$ cat src/rtl/commit_rob_pkg.sv
// Shared sizes and types for the in-order commit buffer (commit_rob).
package commit_rob_pkg;

    localparam int RobNum   = 16;
    localparam int RobTagW  = $clog2(RobNum);
    localparam int RegAddrW = 5;
    localparam int RegW     = 32;

    typedef logic [RobTagW-1:0]  robTag_t;
    typedef logic [RobTagW:0]    robCount_t;
    typedef logic [RegAddrW-1:0] regAddr_t;
    typedef logic [RegW-1:0]     regData_t;

    localparam robCount_t RobFull = robCount_t'(RobNum);

endpackage

$ cat src/rtl/commit_rob_if.sv
// Issue/CDB/commit signal bundle of the commit buffer; master is the pipeline side, slave is the ROB.
// The fwd_* lookup signals exist only when ROB_FWD_EN is defined.
interface commit_rob_if;
    import commit_rob_pkg::*;

    logic      alloc_valid;
    regAddr_t  alloc_rd;
    logic      alloc_ready;
    robTag_t   alloc_tag;

    logic      cdb_valid;
    robTag_t   cdb_tag;
    regData_t  cdb_data;

    logic      flush;

    logic      commit_we;
    regAddr_t  commit_addr;
    regData_t  commit_data;
    robTag_t   commit_tag;

    logic      empty;
    robCount_t count;

`ifdef ROB_FWD_EN
    robTag_t   fwd_tag;
    logic      fwd_hit;
    regData_t  fwd_data;
`endif

    modport master (
        output alloc_valid, alloc_rd, cdb_valid, cdb_tag, cdb_data, flush,
        input  alloc_ready, alloc_tag, commit_we, commit_addr, commit_data, commit_tag,
        input  empty, count
`ifdef ROB_FWD_EN
        , output fwd_tag
        , input  fwd_hit, fwd_data
`endif
    );

    modport slave (
        input  alloc_valid, alloc_rd, cdb_valid, cdb_tag, cdb_data, flush,
        output alloc_ready, alloc_tag, commit_we, commit_addr, commit_data, commit_tag,
        output empty, count
`ifdef ROB_FWD_EN
        , input  fwd_tag
        , output fwd_hit, fwd_data
`endif
    );

endinterface

$ cat src/rtl/commit_rob.sv
// In-order commit buffer: grants tags at issue, collects CDB results, retires in program order to the RF port.
// Define ROB_FWD_EN to add a combinational lookup of stored results by tag.
module commit_rob
    import commit_rob_pkg::*;
(
    input  logic         clk,
    input  logic         rst,
    commit_rob_if.slave  rob_io
);

    logic [RobNum-1:0] busy_q;
    logic [RobNum-1:0] ready_q;
    regAddr_t          rd_q   [RobNum];
    regData_t          data_q [RobNum];

    robTag_t   headPtr_q, headPtr_d;
    robTag_t   tailPtr_q, tailPtr_d;
    robCount_t count_q,   count_d;

    logic      commitWe_q;
    regAddr_t  commitAddr_q;
    regData_t  commitData_q;
    robTag_t   commitTag_q;

    logic allocReady;
    logic doAlloc;
    logic doRetire;
    logic doCdb;

    assign allocReady = (count_q != RobFull);
    assign doAlloc    = rob_io.alloc_valid && allocReady && !rob_io.flush;
    assign doRetire   = busy_q[headPtr_q] && ready_q[headPtr_q] && !rob_io.flush;
    // A result aimed at the slot being allocated this edge belongs to a stale instruction, so it is dropped.
    assign doCdb      = rob_io.cdb_valid && busy_q[rob_io.cdb_tag] && !rob_io.flush
                        && !(doAlloc && (rob_io.cdb_tag == tailPtr_q));

    always_comb begin
        headPtr_d = headPtr_q;
        tailPtr_d = tailPtr_q;
        count_d   = count_q;
        if (rob_io.flush) begin
            headPtr_d = '0;
            tailPtr_d = '0;
            count_d   = '0;
        end else begin
            if (doAlloc)  tailPtr_d = tailPtr_q + robTag_t'(1);
            if (doRetire) headPtr_d = headPtr_q + robTag_t'(1);
            case ({doAlloc, doRetire})
                2'b10:   count_d = count_q + robCount_t'(1);
                2'b01:   count_d = count_q - robCount_t'(1);
                default: count_d = count_q;
            endcase
        end
    end

    always_ff @(posedge clk or posedge rst) begin
        if (rst) begin
            busy_q       <= '0;
            ready_q      <= '0;
            headPtr_q    <= '0;
            tailPtr_q    <= '0;
            count_q      <= '0;
            commitWe_q   <= 1'b0;
            commitAddr_q <= '0;
            commitData_q <= '0;
            commitTag_q  <= '0;
        end else begin
            headPtr_q <= headPtr_d;
            tailPtr_q <= tailPtr_d;
            count_q   <= count_d;
            if (rob_io.flush) begin
                busy_q     <= '0;
                ready_q    <= '0;
                commitWe_q <= 1'b0;
            end else begin
                if (doCdb) begin
                    ready_q[rob_io.cdb_tag] <= 1'b1;
                end
                if (doAlloc) begin
                    busy_q[tailPtr_q]  <= 1'b1;
                    ready_q[tailPtr_q] <= 1'b0;
                end
                // x0 writes still retire and update the commit bus, but never assert the RF write enable.
                if (doRetire) begin
                    busy_q[headPtr_q] <= 1'b0;
                    commitWe_q        <= (rd_q[headPtr_q] != '0);
                    commitAddr_q      <= rd_q[headPtr_q];
                    commitData_q      <= data_q[headPtr_q];
                    commitTag_q       <= headPtr_q;
                end else begin
                    commitWe_q <= 1'b0;
                end
            end
        end
    end

    always_ff @(posedge clk) begin
        if (doAlloc) rd_q[tailPtr_q]        <= rob_io.alloc_rd;
        if (doCdb)   data_q[rob_io.cdb_tag] <= rob_io.cdb_data;
    end

    assign rob_io.alloc_ready = allocReady;
    assign rob_io.alloc_tag   = tailPtr_q;
    assign rob_io.commit_we   = commitWe_q;
    assign rob_io.commit_addr = commitAddr_q;
    assign rob_io.commit_data = commitData_q;
    assign rob_io.commit_tag  = commitTag_q;
    assign rob_io.empty       = (count_q == '0);
    assign rob_io.count       = count_q;

`ifdef ROB_FWD_EN
    // Lookup sees stored state only; a same-cycle CDB broadcast is not bypassed.
    assign rob_io.fwd_hit  = busy_q[rob_io.fwd_tag] & ready_q[rob_io.fwd_tag];
    assign rob_io.fwd_data = data_q[rob_io.fwd_tag];
`endif

endmodule

$ cat src/flat_wrapper.sv
// flat-port wrapper written by rule: the top's interface ports become plain ports
module commit_rob_flat import commit_rob_pkg::*;
  (clk, rst, rob_io_alloc_valid, rob_io_alloc_rd, rob_io_cdb_valid, rob_io_cdb_tag, rob_io_cdb_data, rob_io_flush, rob_io_alloc_ready, rob_io_alloc_tag, rob_io_commit_we, rob_io_commit_addr, rob_io_commit_data, rob_io_commit_tag, rob_io_empty, rob_io_count);
  commit_rob_if rob_io_i ();
  input  logic clk;
  input  logic rst;
  input wire logic [$bits(rob_io_i.alloc_valid)-1:0] rob_io_alloc_valid;
  input wire logic [$bits(rob_io_i.alloc_rd)-1:0] rob_io_alloc_rd;
  input wire logic [$bits(rob_io_i.cdb_valid)-1:0] rob_io_cdb_valid;
  input wire logic [$bits(rob_io_i.cdb_tag)-1:0] rob_io_cdb_tag;
  input wire logic [$bits(rob_io_i.cdb_data)-1:0] rob_io_cdb_data;
  input wire logic [$bits(rob_io_i.flush)-1:0] rob_io_flush;
  output wire logic [$bits(rob_io_i.alloc_ready)-1:0] rob_io_alloc_ready;
  output wire logic [$bits(rob_io_i.alloc_tag)-1:0] rob_io_alloc_tag;
  output wire logic [$bits(rob_io_i.commit_we)-1:0] rob_io_commit_we;
  output wire logic [$bits(rob_io_i.commit_addr)-1:0] rob_io_commit_addr;
  output wire logic [$bits(rob_io_i.commit_data)-1:0] rob_io_commit_data;
  output wire logic [$bits(rob_io_i.commit_tag)-1:0] rob_io_commit_tag;
  output wire logic [$bits(rob_io_i.empty)-1:0] rob_io_empty;
  output wire logic [$bits(rob_io_i.count)-1:0] rob_io_count;
  assign rob_io_i.alloc_valid = rob_io_alloc_valid;
  assign rob_io_i.alloc_rd = rob_io_alloc_rd;
  assign rob_io_i.cdb_valid = rob_io_cdb_valid;
  assign rob_io_i.cdb_tag = rob_io_cdb_tag;
  assign rob_io_i.cdb_data = rob_io_cdb_data;
  assign rob_io_i.flush = rob_io_flush;
  assign rob_io_alloc_ready = rob_io_i.alloc_ready;
  assign rob_io_alloc_tag = rob_io_i.alloc_tag;
  assign rob_io_commit_we = rob_io_i.commit_we;
  assign rob_io_commit_addr = rob_io_i.commit_addr;
  assign rob_io_commit_data = rob_io_i.commit_data;
  assign rob_io_commit_tag = rob_io_i.commit_tag;
  assign rob_io_empty = rob_io_i.empty;
  assign rob_io_count = rob_io_i.count;
  commit_rob u_core (.clk(clk), .rst(rst), .rob_io(rob_io_i));
endmodule
$ cat config.mk
export PLATFORM = sky130hd
export DESIGN_NAME = commit_rob_flat
export DESIGN_NICKNAME = d
export VERILOG_FILES = /design/src/rtl/commit_rob_pkg.sv /design/src/rtl/commit_rob_if.sv /design/src/rtl/commit_rob.sv /design/src/flat_wrapper.sv
export SDC_FILE = /design/constraint.sdc
export NUM_CORES = 1
export LEC_CHECK = 0
export BUFFER_PORTS_ARGS = -buffer_cell sky130_fd_sc_hd__buf_2
export CORE_ASPECT_RATIO = 1.1
export CORE_MARGIN = 2
export CORE_UTILIZATION = 25
export CTS_CLUSTER_SIZE = 20
export DETAILED_ROUTE_END_ITERATION = 8
export HOLD_SLACK_MARGIN = 0.06
export SETUP_SLACK_MARGIN = 0.05
export SLEW_MARGIN = 20
export SYNTH_ARGS = -nofsm -noshare
export SYNTH_HDL_FRONTEND = slang
export SYNTH_SLANG_ARGS = --single-unit
$ cat constraint.sdc
create_clock -name clk -period 6.1 [get_ports clk]
set_input_delay 0.915 -clock clk [delete_from_list [all_inputs] [get_ports clk]]
set_output_delay 0.915 -clock clk [all_outputs]
set_load 0.02 [all_outputs]
==> reports/metrics.cfg, run 1 <==
[sta]
fin_setup_tns_ns = 0
max-slew-margin-rel = 0.226
post_route_fraction_of_the_period_consumed_by_the_critical_path = 0.636
grt_setup_unrepaired = false
drv_slew = 0
finalHoldViolations = 0
maxClockFrequency_mhz = 258
layout_min_cycle_time_ns = 3.88
clock_skew_ns = 0.0283
worst_margin_pin_slew_ns = 1.15
setup_viol = 0

[pwr]
power_density_nw_per_um2 = 307
cell_internal_power_w = 0.00774
power_switching_share = 0.196
ir_drop_mv = 0.191
power_frac_clock = 0.457
comb_power_share = 0.017
seq_power_share = 0.527
reported_leakage_power_nw = 10.2
total_switching_power_w = 0.00189

[setup_path]
start_kind = flop
cp_data_arrival_time_ns = 4.36
critical_path.slowest_cell = sky130_fd_sc_hd__buf_4
cp_num_buf_inv = 2
critical_path.top_delay_family = buffers and inverters
worst_path_largest_cell_delay_ns = 0.89
worstSetupPathType = flop to flop
cp-end-kind = flop
cells_traversed_along_the_worst_timing_path = buf_4 -> buf_4 -> mux4_2 -> mux4_2 -> mux2_1
worstPathRequired_ns = 6.59
critical_path.max_fanout = 70

[final_layout]
final_core_util = 0.298
num-nets-final = 1433
drive_gt1_frac = 0.323
filler_cell_count = 10136
synthToLayoutAreaGrowth_pct = 18.8

[logic_synthesis]
synth_top_flop_cell = sky130_fd_sc_hd__edfxtp_1
syn_inst = 1231
synth_top_cell_area_share = 0.672
mappedNetlistArea_um2 = 26400
synthTopCellsByCount = sky130_fd_sc_hd__edfxtp_1, sky130_fd_sc_hd__mux4_2, sky130_fd_sc_hd__dfrtp_1
async_sr_flop_fraction = 0.128
syn-mean-instance-area_um2 = 21.5
net_count_of_the_mapped_netlist = 1289
yosysMostFrequentCell = sky130_fd_sc_hd__edfxtp_1
yosysUniqueCellTypes = 53
postSynthRegisterBits = 679
synth-seq-area-share = 0.755
netlist.top_cell.by_area = sky130_fd_sc_hd__edfxtp_1
synthTopCellsByArea = sky130_fd_sc_hd__edfxtp_1, sky130_fd_sc_hd__mux4_2, sky130_fd_sc_hd__dfrtp_1
synth-edff-count = 592
synth-warning-count = 0

[place]
gp_congestion = 0.820
buffer_ports.inserted = 98
dp_hpwl_um = 37200

[cts]
hold_buffers_post_cts = 0
postCtsSetupRepairBufs = 0
numClockSinks = 679
clock_tree.htree_level_count = 3
clock-root-buffer = sky130_fd_sc_hd__clkbuf_16
tritoncts_clock_tree = built
clock_latency_ns = 0.60
cts.path.max_buffers = 3
cts.repair.resized = 0
cts-buffers-inserted = 73
cts.reportedPaths.clkPinSlew_ns = 0.06

[floorplanning]
die-area_um2 = 108000
core_region_area_um2 = 105000
ioPinCount = 99
rows = 125
die-width_um = 314
floorplan.die.height_um = 345
initial_core_utilization = 0.251

[run_status]
status = finished, final reports clean

[global_routing]
first_global_vias = 13415
first_pass_grt_wire_length_um = 91100
track_usage = 0.113
grt_start_max_net_pins = 120
globalRouteOverflowTotal = 0
number_of_antenna_violations_at_the_first_check_in_global_routing = 16

[drt]
drc_errors = 0
vias_after_detailed_routing = 12818
violation_count_after_the_first_detailed_route_iteration = 1182
vias_per_std_cell = 4.52
drtAntennaViolNets = 0
drt_wl_total_um = 61400
route.detailed.wl_per_inst_um = 21.7
detail_route.first_pass.iterations = 5

[hold_path]
classification_of_the_worst_slack_hold_path = input pin to asynchronous set/reset pin

[job]
cap_violations = 0

layout make-up:
type,count,area [um^2],area share
Sequential cell,679,20000,0.636
Multi-Input combinational cell,479,6310,0.201
Clock buffer,102,2050,0.0653
Tap cell,1397,1750,0.0557
Timing Repair Buffer,129,936,0.0298
Clock inverter,29,332,0.0106
Inverter,13,52.6,0.00167
Antenna cell,5,12.5,0.000398
cell usage in the layout, fill, tap and decap left out, types with 10 or more instances in the layout:
cell	netlist	layout
sky130_fd_sc_hd__buf_2	17	98
sky130_fd_sc_hd__buf_4	2	20
sky130_fd_sc_hd__o21ai_0	18	18
sky130_fd_sc_hd__a21oi_1	30	30
sky130_fd_sc_hd__clkinv_2	0	12
sky130_fd_sc_hd__clkbuf_1	27	21
sky130_fd_sc_hd__buf_16	0	10
sky130_fd_sc_hd__edfxtp_1	592	592
sky130_fd_sc_hd__mux4_2	189	189
sky130_fd_sc_hd__nand2_1	39	39
sky130_fd_sc_hd__dfrtp_1	87	84
sky130_fd_sc_hd__clkbuf_16	0	76
sky130_fd_sc_hd__clkinv_1	2	10
sky130_fd_sc_hd__nor2_4	0	12
sky130_fd_sc_hd__mux2_1	27	27
sky130_fd_sc_hd__mux2_2	10	10
sky130_fd_sc_hd__nor3_1	17	13
sky130_fd_sc_hd__nor2_1	47	35
sky130_fd_sc_hd__ha_1	11	11
kinds of logic (layout without fill, tap and decap cells):
| group | Yosys count | count (layout) | share of synthesized area |
|---|---|---|---|
| AO/OA/AOI/OAI | 82 | 82 | 0.0193 |
| other | 0 | 5 | 0 |
| multiplexers | 231 | 231 | 0.179 |
| AND/OR/NAND/NOR | 142 | 142 | 0.0256 |
| XOR/XNOR | 12 | 12 | 0.00426 |
| buffers and inverters | 73 | 273 | 0.0117 |
| adder cells (fa/ha/maj) | 12 | 12 | 0.00596 |
| flip-flops | 679 | 679 | 0.755 |
layer usage:
metal,routed length [um],GRT usage
met5,121,0
met4,1370,0.0364
met3,4750,0.0354
met2,29100,0.177
met1,26000,0.148
power groups by stage:
| stage | registers (W) | clock network [W] | logic, W |
|---|---|---|---|
| finish | 0.00507 | 0.00440 | 0.000161 |
| global route | 0.00507 | 0.00469 | 0.000179 |
| floorplan | 0.00517 | 0 | 0.0000556 |
| global placement | 0.00517 | 0 | 0.000153 |
| CTS | 0.00507 | 0.00452 | 0.000163 |
| detailed placement | 0.00517 | 0 | 0.000163 |
registers in the layout (all words and copies together) (netlist names):
name and count:
u_core.rob_io.commit_we 1, u_core.busy_q 16, u_core.rob_io.commit_tag 4, u_core.rd_q 80, u_core.headPtr_q 4, u_core.rob_io.alloc_tag 4, u_core.rob_io.commit_data 32, u_core.ready_q 16
u_core.rob_io.commit_addr 5, u_core.data_q 512, u_core.rob_io.count 5
final timing paths:
path / start / to / slack, ns / cells past startpoint
min in group clk: u_core.rob_io.commit_addr[0] / u_core.rob_io.commit_addr[0] / 0.48 / 2
max in group asynchronous: rst / u_core.headPtr_q[0] / 4.37 / 3
hold / removal: rst / u_core.rob_io.commit_data[16] / 0.39 / 2
hold reg to reg: u_core.rob_io.commit_addr[0] / u_core.rob_io.commit_addr[0] / 0.48 / 2
setup reg to reg: u_core.headPtr_q[1] / u_core.rob_io.commit_data[0] / 2.22 / 5
setup / recovery: u_core.headPtr_q[1] / u_core.rob_io.commit_data[0] / 2.22 / 5
stage by stage:
step / setup slack, ns / hold slack (ns) / cell area [um^2] / total power (W) / instances
2_1_floorplan: 1.52 / 0.464 / 26400 / 0.00523 / 1231
3_3_place_gp: 1.90 / 0.457 / 28700 / 0.00532 / 2687
3_5_place_dp: 1.86 / 0.472 / 29000 / 0.00533 / 2695
4_1_cts: 2.17 / 0.390 / 31300 / 0.00975 / 2826
5_1_grt: 1.90 / 0.422 / 31400 / 0.00994 / 2831
6_report: 2.22 / 0.395 / 31400 / 0.00963 / 2833
Note: power is estimated with default switching activity, not from simulation.
==> inputs of run 2 (changes only) <==
==> constraint.sdc (replaced) <==
create_clock -name clk -period 3.45 [get_ports clk]
set_input_delay 0.5175 -clock clk [delete_from_list [all_inputs] [get_ports clk]]
set_output_delay 0.5175 -clock clk [all_outputs]
set_load 0.02 [all_outputs]
==> run 2 against run 1 <==
Effect of this change:
- first-iteration DRC count rose by 9.8%
- clock-buffer cell count fell by 22
- hold slack got worse by 0.16 ns
- global-route usage fell by 0.16 points
- via count fell by 0.62%
- core utilization fell by 0.21 points
- total power rose by 66%
- routed wire length fell by 1.4%
- combinational power rose by 76%
- sequential share of layout area rose by 0.45 points
==> reports/metrics.cfg, run 2 (synthesis results as in run 1) <==
[global_routing]
gr-usage-met1 = 0.151
globalRouteOverflowTotal = 0
number_of_antenna_violations_at_the_first_check_in_global_routing = 13
first_global_vias = 13300
first_pass_grt_wire_length_um = 89800
busiest_layer = met2
grt.met2_usage = 0.180
gr-usage-met3 = 0.0235
grt_start_max_net_pins = 153
track_usage = 0.111

[hold_path]
classification_of_the_worst_slack_hold_path = input pin to flop
number_of_cells_on_the_worst_hold_path = 1
timing.hold.worst_endpoint = u_core.data_q[3][24]
hold_path.startpoint = rob_io_cdb_data[24]

[sta]
max-slew-margin-rel = 0.297
grt_setup_unrepaired = false
worst_margin_pin_slew_ns = 1.05
post_route_fraction_of_the_period_consumed_by_the_critical_path = 0.942
maxClockFrequency_mhz = 308
finalHoldViolations = 0
layout_min_cycle_time_ns = 3.25
fin_setup_tns_ns = 0
drv_slew = 0
clock_skew_ns = 0.0299
setup_viol = 0

[final_layout]
layout_commonest_cell = sky130_fd_sc_hd__edfxtp_1
num-nets-final = 1431
register_ranked_first_by_flip_flop_count = u_core.data_q
filler_cell_count = 10196
final_area_um2 = 31200
drive_gt1_frac = 0.326
largest_register_ff_count = 512
layout.cells.non_filler = 2823
synthToLayoutAreaGrowth_pct = 17.9
layout_common_cells = sky130_fd_sc_hd__edfxtp_1, sky130_fd_sc_hd__mux4_2, sky130_fd_sc_hd__buf_2

[place]
buffer_ports.inserted = 98
dpl-instance-area_um2 = 29100
gp_congestion = 0.821
dp.cells = 2705
dp_hpwl_um = 33900

[pwr]
seq_power_share = 0.559
ir_drop_mv = 0.396
power_density_nw_per_um2 = 514
comb_power_share = 0.018
total_switching_power_w = 0.00322
power_switching_share = 0.201
power_frac_clock = 0.423
cell_internal_power_w = 0.0128
reported_leakage_power_nw = 10.1

[cts]
numClockSinks = 679
tritoncts_clock_tree = built
clock_latency_ns = 0.65
clock_tree.htree_level_count = 2
clock-root-buffer = sky130_fd_sc_hd__clkbuf_16
cts.reportedPaths.clkPinSlew_ns = 0.07
cts.path.max_buffers = 3
cts-buffers-inserted = 60

[setup_path]
regToRegStartpoint = u_core.rob_io.count[1]
crit_start = u_core.rob_io.count[1]
worstSetupPathType = flop to flop
critical_path.max_fanout = 20
worstPathRequired_ns = 3.75
cells_traversed_along_the_worst_timing_path = or4_1 -> o21ai_2 -> buf_4 -> o2111ai_1 -> or3b_1 -> nor3_4 -> buf_4
worst_path_largest_cell_delay_ns = 0.62
cp_data_arrival_time_ns = 3.55
cp-end-kind = flop
critical_path.top_delay_family = simple AND/OR/NAND/NOR gates
cp_num_buf_inv = 2
r2r-end = u_core.data_q[4][13]
reg2reg_setup_slack_ns = 0.20
reg2regPathDepth = 7
critical_path.slowest_cell = sky130_fd_sc_hd__or3b_1
start_kind = flop
critical_path.most_common_cell = sky130_fd_sc_hd__buf_4

[drt]
route.detailed.wl_per_inst_um = 21.4
drtAntennaViolNets = 0
vias_after_detailed_routing = 12739
drt_wl_total_um = 60500
detail_route.first_pass.iterations = 5
vias_per_std_cell = 4.51
drc_errors = 0
violation_count_after_the_first_detailed_route_iteration = 1298

[floorplanning]
rows = 125
die-width_um = 314
ioPinCount = 99
initial_core_utilization = 0.251
die-area_um2 = 108000
core_region_area_um2 = 105000
floorplan.die.height_um = 345

[run_status]
status = finished, final reports clean

[job]
cap_violations = 0

## run 2: layout make-up
type                    count  area (um^2)  area share
flip-flops and latches    679        20000       0.640
multi-input cells         479         6360       0.204
well taps                1397         1750      0.0560
clock buffers              80         1630      0.0522
repair buffers            140         1050      0.0335
clock inverters            33          378      0.0121
inverters                  13         57.6     0.00185
diodes                      2         5.00    0.000160
## run 2: worst max path at each step
| stage | endpoint | cells after the start |
|---|---|---|
| detailed placement | u_core.rob_io.count[4] | 13 |
| finish | u_core.data_q[4][13] | 7 |
| global placement | u_core.rob_io.count[4] | 13 |
| CTS | u_core.rob_io.count[4] | 13 |
| floorplan | u_core.data_q[5][0] | 5 |
| global route | u_core.data_q[4][27] | 7 |
## run 2: power by group through the flow
stage | Clock (W) | Sequential (W) | Combinational [W]
2_1_floorplan | 0 | 0.00915 | 0.000101
3_3_place_gp | 0 | 0.00914 | 0.000268
3_5_place_dp | 0 | 0.00914 | 0.000285
4_1_cts | 0.00698 | 0.00896 | 0.000287
5_1_grt | 0.00730 | 0.00896 | 0.000315
6_report | 0.00679 | 0.00896 | 0.000283
## run 2: repair_timing
item,in CTS,in global routing
pin swaps,1,2
gates resized for setup,2,5
hold buffers,1,0
cloned,0,0
endpoints found under the hold margin,48,0
setup buffers,1,1
setup endpoints to repair,1,1
## run 2: worst register-to-register path, stage by stage (launching register included)
cell and delay, ns:
sky130_fd_sc_hd__dfrtp_1 0.44, sky130_fd_sc_hd__or4_1 0.59, sky130_fd_sc_hd__o21ai_2 0.22, sky130_fd_sc_hd__buf_4 0.17
sky130_fd_sc_hd__o2111ai_1 0.27, sky130_fd_sc_hd__or3b_1 0.62, sky130_fd_sc_hd__nor3_4 0.21, sky130_fd_sc_hd__buf_4 0.37
## run 2: metrics by stage
stage                     hold slack [ns]  total power (W)  setup WS, ns   util
final                               0.236           0.0160         0.200  0.296
after floorplan                     0.464          0.00925        -0.211      -
after global placement              0.458          0.00940        0.0317  0.277
after global routing                0.217           0.0166        0.0577  0.296
after detailed placement            0.470          0.00942       -0.0137  0.277
after CTS                           0.190           0.0162        0.0606  0.296
## run 2: metal layers
layer  share of wire  routed length [um]
met5         0.00074                  45
met4           0.021                1240
met3           0.063                3840
met2            0.49               29400
met1            0.43               26000
